[config.mk]
export PLATFORM = sky130hd
export DESIGN_NAME = masked_sbox_layer_ser_flat
export DESIGN_NICKNAME = d
export VERILOG_FILES = /design/src/rtl/masked_sbox_layer_ser_if.sv /design/src/rtl/masked_sbox_layer_ser.sv /design/src/flat_wrapper.sv
export SDC_FILE = /design/constraint.sdc
export NUM_CORES = 1
export LEC_CHECK = 0
export CAP_MARGIN = 20
export CORE_ASPECT_RATIO = 1.4
export CORE_MARGIN = 3
export CORE_UTILIZATION = 40
export DETAILED_ROUTE_END_ITERATION = 8
export GPL_TIMING_DRIVEN = 0
export SYNTH_ARGS = -nofsm -noshare
export SYNTH_HDL_FRONTEND = slang
export SYNTH_SLANG_ARGS = --single-unit --ignore-timing --ignore-initial --compat-mode --unroll-limit 50000
export TNS_END_PERCENT = 10
[constraint.sdc]
create_clock -name clk -period 3.27 [get_ports clk]
set_input_delay 0.327 -clock clk [delete_from_list [all_inputs] [get_ports clk]]
set_output_delay 0.327 -clock clk [all_outputs]
set_load 0.01 [all_outputs]
[src/rtl/masked_sbox_layer_ser_if.sv]
// Handshake and share bus of the serialised masked PRINCE S-box layer.
interface masked_sbox_layer_ser_if #(
   parameter int unsigned STATE_W = 64,
   parameter int unsigned N_CORES = 4
);
   localparam int unsigned RND_W = 16 * N_CORES;

   logic               in_valid;
   logic               in_ready;
   logic [STATE_W-1:0] in_x;
   logic [STATE_W-1:0] in_y;
   logic               in_sel;
   logic [RND_W-1:0]   rnd;
   logic               rnd_req;
   logic               out_valid;
   logic               out_ready;
   logic [STATE_W-1:0] out_x;
   logic [STATE_W-1:0] out_y;
   logic               busy;

   // Producer/consumer side driving the layer.
   modport master (
      output in_valid, in_x, in_y, in_sel, rnd, out_ready,
      input  in_ready, rnd_req, out_valid, out_x, out_y, busy
   );

   // The S-box layer itself.
   modport slave (
      input  in_valid, in_x, in_y, in_sel, rnd, out_ready,
      output in_ready, rnd_req, out_valid, out_x, out_y, busy
   );
endinterface

[src/rtl/masked_sbox_layer_ser.sv]
// First-order GLM-masked PRINCE S-box layer, N_CORES nibbles per cycle over two shares.
module masked_sbox_layer_ser #(
   parameter int unsigned STATE_W = 64,
   parameter int unsigned N_CORES = 4
) (
   input logic                     clk,
   input logic                     rst,
   masked_sbox_layer_ser_if.slave  bus
);

   localparam int unsigned GW    = 4 * N_CORES;
   localparam int unsigned G     = STATE_W / GW;
   localparam int unsigned RND_W = 16 * N_CORES;
   localparam int unsigned TW    = 4 * GW;
   localparam int unsigned CW    = (G > 1) ? $clog2(G) : 1;

   // Nibble a of the table sits at bits [4a+3:4a].
   localparam logic [63:0] SBOX_FWD = 64'h4D5E087619CA23FB;
   localparam logic [63:0] SBOX_INV = 64'h1CE5046A98DF237B;

   // Algebraic normal form of each output bit; bit b occupies [16b+15:16b].
   function automatic logic [63:0] anf_table(input logic [63:0] tbl);
      logic [63:0] r;
      logic [15:0] tt;
      r  = '0;
      tt = '0;
      for (int b = 0; b < 4; b++) begin
         for (int a = 0; a < 16; a++) tt[a] = tbl[4*a+b];
         for (int i = 0; i < 4; i++)
            for (int a = 0; a < 16; a++)
               if (a[i]) tt[a] = tt[a] ^ tt[a ^ (1 << i)];
         r[16*b +: 16] = tt;
      end
      return r;
   endfunction

   // Share-selected cross terms of one domain: variable i is taken from y when s[i], else x.
   function automatic logic dom(input logic [15:0] anf, input logic [3:0] s,
                                input logic [3:0] x, input logic [3:0] y);
      logic acc;
      logic p;
      acc = 1'b0;
      for (int m = 0; m < 16; m++) begin
         if (anf[m] && ((s & ~4'(m)) == 4'd0)) begin
            p = 1'b1;
            for (int i = 0; i < 4; i++)
               if (m[i]) p = p & (s[i] ? y[i] : x[i]);
            acc = acc ^ p;
         end
      end
      return acc;
   endfunction

   localparam logic [63:0] ANF_FWD = anf_table(SBOX_FWD);
   localparam logic [63:0] ANF_INV = anf_table(SBOX_INV);

   typedef enum logic [1:0] {IDLE = 2'd0, RUN = 2'd1, FLUSH = 2'd2, DONE = 2'd3} state_t;

   state_t             state, state_d;
   logic [CW-1:0]      cnt;
   logic               sel_q;
   logic [STATE_W-1:0] sh_x, sh_y;
   logic [STATE_W-1:0] res_x, res_y;
   logic [TW-1:0]      term_x, term_y;
   logic [TW-1:0]      cq_x, cq_y;
   logic [GW-1:0]      core_x, core_y;
   logic [RND_W-1:0]   rnd_s;
   logic               in_ready_d, rnd_req_d, out_valid_d, busy_d;
   logic               in_ready_q, rnd_req_q, out_valid_q, busy_q;

   assign rnd_s = bus.rnd;

   // State register.
   always_ff @(posedge clk or negedge rst) begin
      if (!rst) state <= IDLE;
      else      state <= state_d;
   end

   // Next-state logic: IDLE -> RUN (G groups) -> FLUSH -> DONE -> IDLE.
   always_comb begin
      state_d = state;
      case (state)
         IDLE:    if (bus.in_valid) state_d = RUN;
         RUN:     if (cnt == CW'(G - 1)) state_d = FLUSH;
         FLUSH:   state_d = DONE;
         DONE:    if (bus.out_ready) state_d = IDLE;
         default: state_d = IDLE;
      endcase
   end

   // Output decode from the next state so the registered flags track the state exactly.
   always_comb begin
      in_ready_d  = (state_d == IDLE);
      rnd_req_d   = (state_d == RUN);
      out_valid_d = (state_d == DONE);
      busy_d      = (state_d != IDLE);
   end

   // Registered handshake flags; in_ready comes out of reset high.
   always_ff @(posedge clk or negedge rst) begin
      if (!rst) begin
         in_ready_q  <= 1'b1;
         rnd_req_q   <= 1'b0;
         out_valid_q <= 1'b0;
         busy_q      <= 1'b0;
      end else begin
         in_ready_q  <= in_ready_d;
         rnd_req_q   <= rnd_req_d;
         out_valid_q <= out_valid_d;
         busy_q      <= busy_d;
      end
   end

   // Domain functions and remasking: x-half uses domains 0..3, y-half 4..7, same 4 random bits.
   always_comb begin
      logic [3:0] xn, yn;
      logic       tf, ti, t;
      xn     = '0;
      yn     = '0;
      tf     = 1'b0;
      ti     = 1'b0;
      t      = 1'b0;
      term_x = '0;
      term_y = '0;
      for (int k = 0; k < int'(N_CORES); k++) begin
         xn = sh_x[4*k +: 4];
         yn = sh_y[4*k +: 4];
         for (int b = 0; b < 4; b++) begin
            for (int j = 0; j < 8; j++) begin
               tf = dom(ANF_FWD[16*b +: 16], 4'(j), xn, yn) ^
                    dom(ANF_FWD[16*b +: 16], 4'(j + 8), xn, yn);
               ti = dom(ANF_INV[16*b +: 16], 4'(j), xn, yn) ^
                    dom(ANF_INV[16*b +: 16], 4'(j + 8), xn, yn);
               t  = sel_q ? tf : ti;
               if (j < 4) term_x[16*k + 4*b + j]     = t ^ rnd_s[16*k + 4*b + j];
               else       term_y[16*k + 4*b + j - 4] = t ^ rnd_s[16*k + 4*b + j - 4];
            end
         end
      end
   end

   // Core output registers, loaded only while fresh randomness is being consumed.
   always_ff @(posedge clk or negedge rst) begin
      if (!rst) begin
         cq_x <= '0;
         cq_y <= '0;
      end else if (state == RUN) begin
         cq_x <= term_x;
         cq_y <= term_y;
      end
   end

   // XOR-4 compression of the registered terms, separately per share.
   always_comb begin
      core_x = '0;
      core_y = '0;
      for (int n = 0; n < int'(GW); n++) begin
         core_x[n] = ^cq_x[4*n +: 4];
         core_y[n] = ^cq_y[4*n +: 4];
      end
   end

   // Share shift registers, group counter, mode latch and result assembly.
   always_ff @(posedge clk or negedge rst) begin
      if (!rst) begin
         sh_x  <= '0;
         sh_y  <= '0;
         res_x <= '0;
         res_y <= '0;
         cnt   <= '0;
         sel_q <= 1'b0;
      end else begin
         case (state)
            IDLE: begin
               if (bus.in_valid) begin
                  sh_x  <= bus.in_x;
                  sh_y  <= bus.in_y;
                  sel_q <= bus.in_sel;
                  cnt   <= '0;
               end
            end
            RUN: begin
               sh_x <= sh_x >> GW;
               sh_y <= sh_y >> GW;
               cnt  <= cnt + CW'(1);
               if (cnt != '0) begin
                  res_x <= (res_x >> GW) | (STATE_W'(core_x) << (STATE_W - GW));
                  res_y <= (res_y >> GW) | (STATE_W'(core_y) << (STATE_W - GW));
               end
            end
            FLUSH: begin
               res_x <= (res_x >> GW) | (STATE_W'(core_x) << (STATE_W - GW));
               res_y <= (res_y >> GW) | (STATE_W'(core_y) << (STATE_W - GW));
            end
            default: ;
         endcase
      end
   end

   assign bus.in_ready  = in_ready_q;
   assign bus.rnd_req   = rnd_req_q;
   assign bus.out_valid = out_valid_q;
   assign bus.busy      = busy_q;
   assign bus.out_x     = res_x;
   assign bus.out_y     = res_y;

endmodule

[src/flat_wrapper.sv]
// flat-port wrapper written by rule: the top's interface ports become plain ports
module masked_sbox_layer_ser_flat 
#(
   parameter int unsigned STATE_W = 64,
   parameter int unsigned N_CORES = 4
)
  (clk, rst, bus_in_valid, bus_in_x, bus_in_y, bus_in_sel, bus_rnd, bus_out_ready, bus_in_ready, bus_rnd_req, bus_out_valid, bus_out_x, bus_out_y, bus_busy);
  masked_sbox_layer_ser_if #(.STATE_W(STATE_W), .N_CORES(N_CORES)) bus_i ();
  input logic clk;
  input logic rst;
  input wire logic [$bits(bus_i.in_valid)-1:0] bus_in_valid;
  input wire logic [$bits(bus_i.in_x)-1:0] bus_in_x;
  input wire logic [$bits(bus_i.in_y)-1:0] bus_in_y;
  input wire logic [$bits(bus_i.in_sel)-1:0] bus_in_sel;
  input wire logic [$bits(bus_i.rnd)-1:0] bus_rnd;
  input wire logic [$bits(bus_i.out_ready)-1:0] bus_out_ready;
  output wire logic [$bits(bus_i.in_ready)-1:0] bus_in_ready;
  output wire logic [$bits(bus_i.rnd_req)-1:0] bus_rnd_req;
  output wire logic [$bits(bus_i.out_valid)-1:0] bus_out_valid;
  output wire logic [$bits(bus_i.out_x)-1:0] bus_out_x;
  output wire logic [$bits(bus_i.out_y)-1:0] bus_out_y;
  output wire logic [$bits(bus_i.busy)-1:0] bus_busy;
  assign bus_i.in_valid = bus_in_valid;
  assign bus_i.in_x = bus_in_x;
  assign bus_i.in_y = bus_in_y;
  assign bus_i.in_sel = bus_in_sel;
  assign bus_i.rnd = bus_rnd;
  assign bus_i.out_ready = bus_out_ready;
  assign bus_in_ready = bus_i.in_ready;
  assign bus_rnd_req = bus_i.rnd_req;
  assign bus_out_valid = bus_i.out_valid;
  assign bus_out_x = bus_i.out_x;
  assign bus_out_y = bus_i.out_y;
  assign bus_busy = bus_i.busy;
  masked_sbox_layer_ser #(.STATE_W(STATE_W), .N_CORES(N_CORES)) u_core (.clk(clk), .rst(rst), .bus(bus_i));
endmodule
==> metrics <==
status=complete, no violations; Worst-Skew Late Latency=0.55 ns; synthesized area=roughly 20000 um2; Tot GR Track Use=0.2564; Worst slew margin=0.3304; Hold Violations, Final=0; cts bufs inserted=41; Row Count=96; drt first pass iters=5; startpoint types=register; H-tree levels=2; sequential-to-total area share from yosys stat=0.4948; Ports=329; Final Max Tran Viols=0; Synth Instances=about 2200; wire length per cell=21.35 um; syn nets=2352; Crit path max-delay family=buffers and inverters; worst path required time=3.73 ns; worst slew pin tran=1.004 ns; Crit Path Max Fanout=10; Final Net Count=2726; kind of critical path=reg -> reg; reg2reg end=u_core.cq_y[19]$_DFFE_PN0P_; clock sinks=393; Detail Route Antenna Nets=0; Clk pin slew, worst setup/hold paths=0.06 ns; Hold Path End=u_core.sh_x[55]$_DFFE_PN0P_; Max Buffers Root-to-Sink=3; vias per inst=between 5 and 6; Cell Pwr Density=between 1000 and 1500 nW/um2; Hold Path Class=in -> reg; leak pwr=10.72 nW; syn_area_per_cell=9.232 um2; final clock skew=0.01093 ns; Tmin final=around 2.7 ns; CP Buf/Inv Count=3; Layout Utilization=0.5184; r2r startpoint=u_core.sel_q$_DFFE_PN0P_; Cells on Worst Hold Path=3; diode count=0; fillers=4662; DR iter-0 viols=1050; CP Cell Sequence=buf_2, clkbuf_1, buf_1, nand4_1, xor2_1, o21ai_0; Max Cap Violations=0; Yosys warnings=0; hold slack=0.3012 ns; reg-to-reg slack, setup=0.54 ns; fraction of registers with async set/reset=1.000; final cell count without fillers=between 3000 and 4000; total core area=49130 um2; dpl hpwl=53.56 mm; routed via count=about 17000; # hold bufs at CTS=1; placed cells=3120; Total Wirelength=68.23 mm; CP max stage cell=buf_1; vias in the first global route=approximately 18000; post-synth cell types=66; total gr overflow=0; initial core utilization=0.4046; total power=32.46 mW; die area=~52000 um2; DR DRC count=0; Die Wd=about 190 um; CP endpoint kind=register; Post-synth EDFFs=0; PostCTS Resize Cnt=0; CTS tree=done; RSZ-0062 raised after global routing=false; post-CTS setup buffer count=0; layout cell share with drive strength beyond 1=0.09030; first-pass GRT wire length=105.7 mm; root cell of the clock tree=clkbuf_16; synthesis-to-finish area growth=28.12%; largest net degree at the start of global routing=~120; Arrival @ worst endpoint=3.19 ns; reg2reg path depth=6; Main synth FF type=dfrtp_1; antenna violations before repair=6; number of synthesized register bits=393; Peak supply drop=0.0006018 V; PortBufs=around 330; fmax=about 370 MHz; Hold Path Origin=bus_in_x[55]; fin area=25470 um2; # setup viols final=0; Routability Congestion=between 0.9 and 1; Die H=269.8 um; placed inst area=24030 um2; CP max stage delay=0.76 ns; Final Cycle Share=0.8346
## sequential cells by signal (all words and copies together), names as in the netlist, 2 cells and up
signal and count:
u_core.bus.out_x 64, u_core.bus.out_y 64, u_core.cq_x 64, u_core.cq_y 64, u_core.sh_x 64, u_core.sh_y 64, u_core.cnt 2, u_core.state 2
## cell type report
cell class,count,area [um2],area share
tap,637,797.0,0.03130
inverter,18,67.56,0.002653
buffer,172,729.5,0.02864
multi-input combinational,1570,9244,0.3630
clock inverter,19,252.7,0.009925
clock buffer,55,1169,0.04589
sequential,393,9836,0.3862
timing repair buffer,331,3371,0.1324
## logic make-up after synthesis
group                    share of synthesized area
XOR/XNOR                                    0.1020
AND/OR/NAND/NOR                             0.1734
flip-flops                                  0.4948
AO/OA/AOI/OAI                               0.1268
adder cells (fa/ha/maj)                   0.001259
buffers and inverters                      0.04010
multiplexers                               0.06150
## metrics by stage
step,setup TNS (ns),worst slack (ns)
after floorplan,0,1.519
after global placement,-5978.70,-15.28
after detailed placement,0,0.5271
after CTS,0,0.4922
after global routing,0,0.4356
final,0,0.5407
## metal layers
metal,up-vias,part of all wire,track usage
li1,8042,-,-
met1,8221,0.40,0.3094
met2,528,0.52,0.4696
met3,117,0.049,0.03550
met4,8,0.033,0.08489
met5,-,0.00089,0
## synth_stat cells, drive strengths merged (6+ instances only)
master   number  area [um2]
a21oi        27       138.9
inv          18       67.56
dfrtp       392        9809
o22ai         9       56.30
buf          65       327.8
and2          6       37.54
or3          11       68.82
o2111ai       6       52.55
xor2         63       559.3
mux2i        13       130.1
nand4b        7       61.31
nand3        66       330.3
o21ai       192       968.4
nor3         36       180.2
a221oi       12       111.4
nor2b        19       118.9
nor3b         9       67.56
o211ai       10       75.07
mux2         97        1092
nand2       470        1764
clkbuf      107       401.6
nand2b       14       87.58
a21boi        7       52.55
nand4         7       43.79
a31oi       102       638.1
nor2        151       566.8
xnor2       166        1469
a211oi       10       75.07
## worst max-delay path by stage
stage | from | endpoint | cells after the start
final | u_core.sel_q$_DFFE_PN0P_ | u_core.cq_y[19]$_DFFE_PN0P_ | 6
after global routing | u_core.sel_q$_DFFE_PN0P_ | u_core.cq_y[51]$_DFFE_PN0P_ | 6
after CTS | u_core.sel_q$_DFFE_PN0P_ | u_core.cq_y[19]$_DFFE_PN0P_ | 6
after detailed placement | u_core.sel_q$_DFFE_PN0P_ | u_core.cq_y[19]$_DFFE_PN0P_ | 6
after global placement | rst | u_core.bus.busy$_DFF_PN0_ | 1
after floorplan | u_core.sh_x[3]$_DFFE_PN0P_ | u_core.cq_y[0]$_DFFE_PN0P_ | 5
## cell usage in the layout (no fill, tap or decap), types with 10 or more instances in the layout
master           instances
mux2i_1                 13
mux2_2                  97
clkbuf_16               41
xor2_1                  62
inv_1                   18
a221oi_1                11
clkbuf_1               112
a21oi_1                 26
a31oi_1                102
buf_2                   43
clkdlybuf4s50_1        326
buf_1                   16
a211oi_1                10
nor3_1                  36
nand3_1                 66
nand2b_1                14
nor2_1                 151
dfrtp_1                392
nor2b_1                 19
o21ai_0                185
xnor2_1                164
o211ai_1                10
or3_1                   11
nand2_1                470
## worst reg2reg max path: cells and delay by family (launching register included)
family,cells,cell delay (ns)
AOI/OAI and AO/OA,1,0.15
buffers and inverters,3,1.66
xor gates and xnor gates,1,0.22
DFF,1,0.36
and+or+nand+nor,1,0.25
## power by group
group          internal, mW  switching (mW)
Sequential             7.45            1.77
Clock                  2.93            2.02
Combinational          7.58            10.7
No activity file was read; power rests on OpenSTA's default activity.
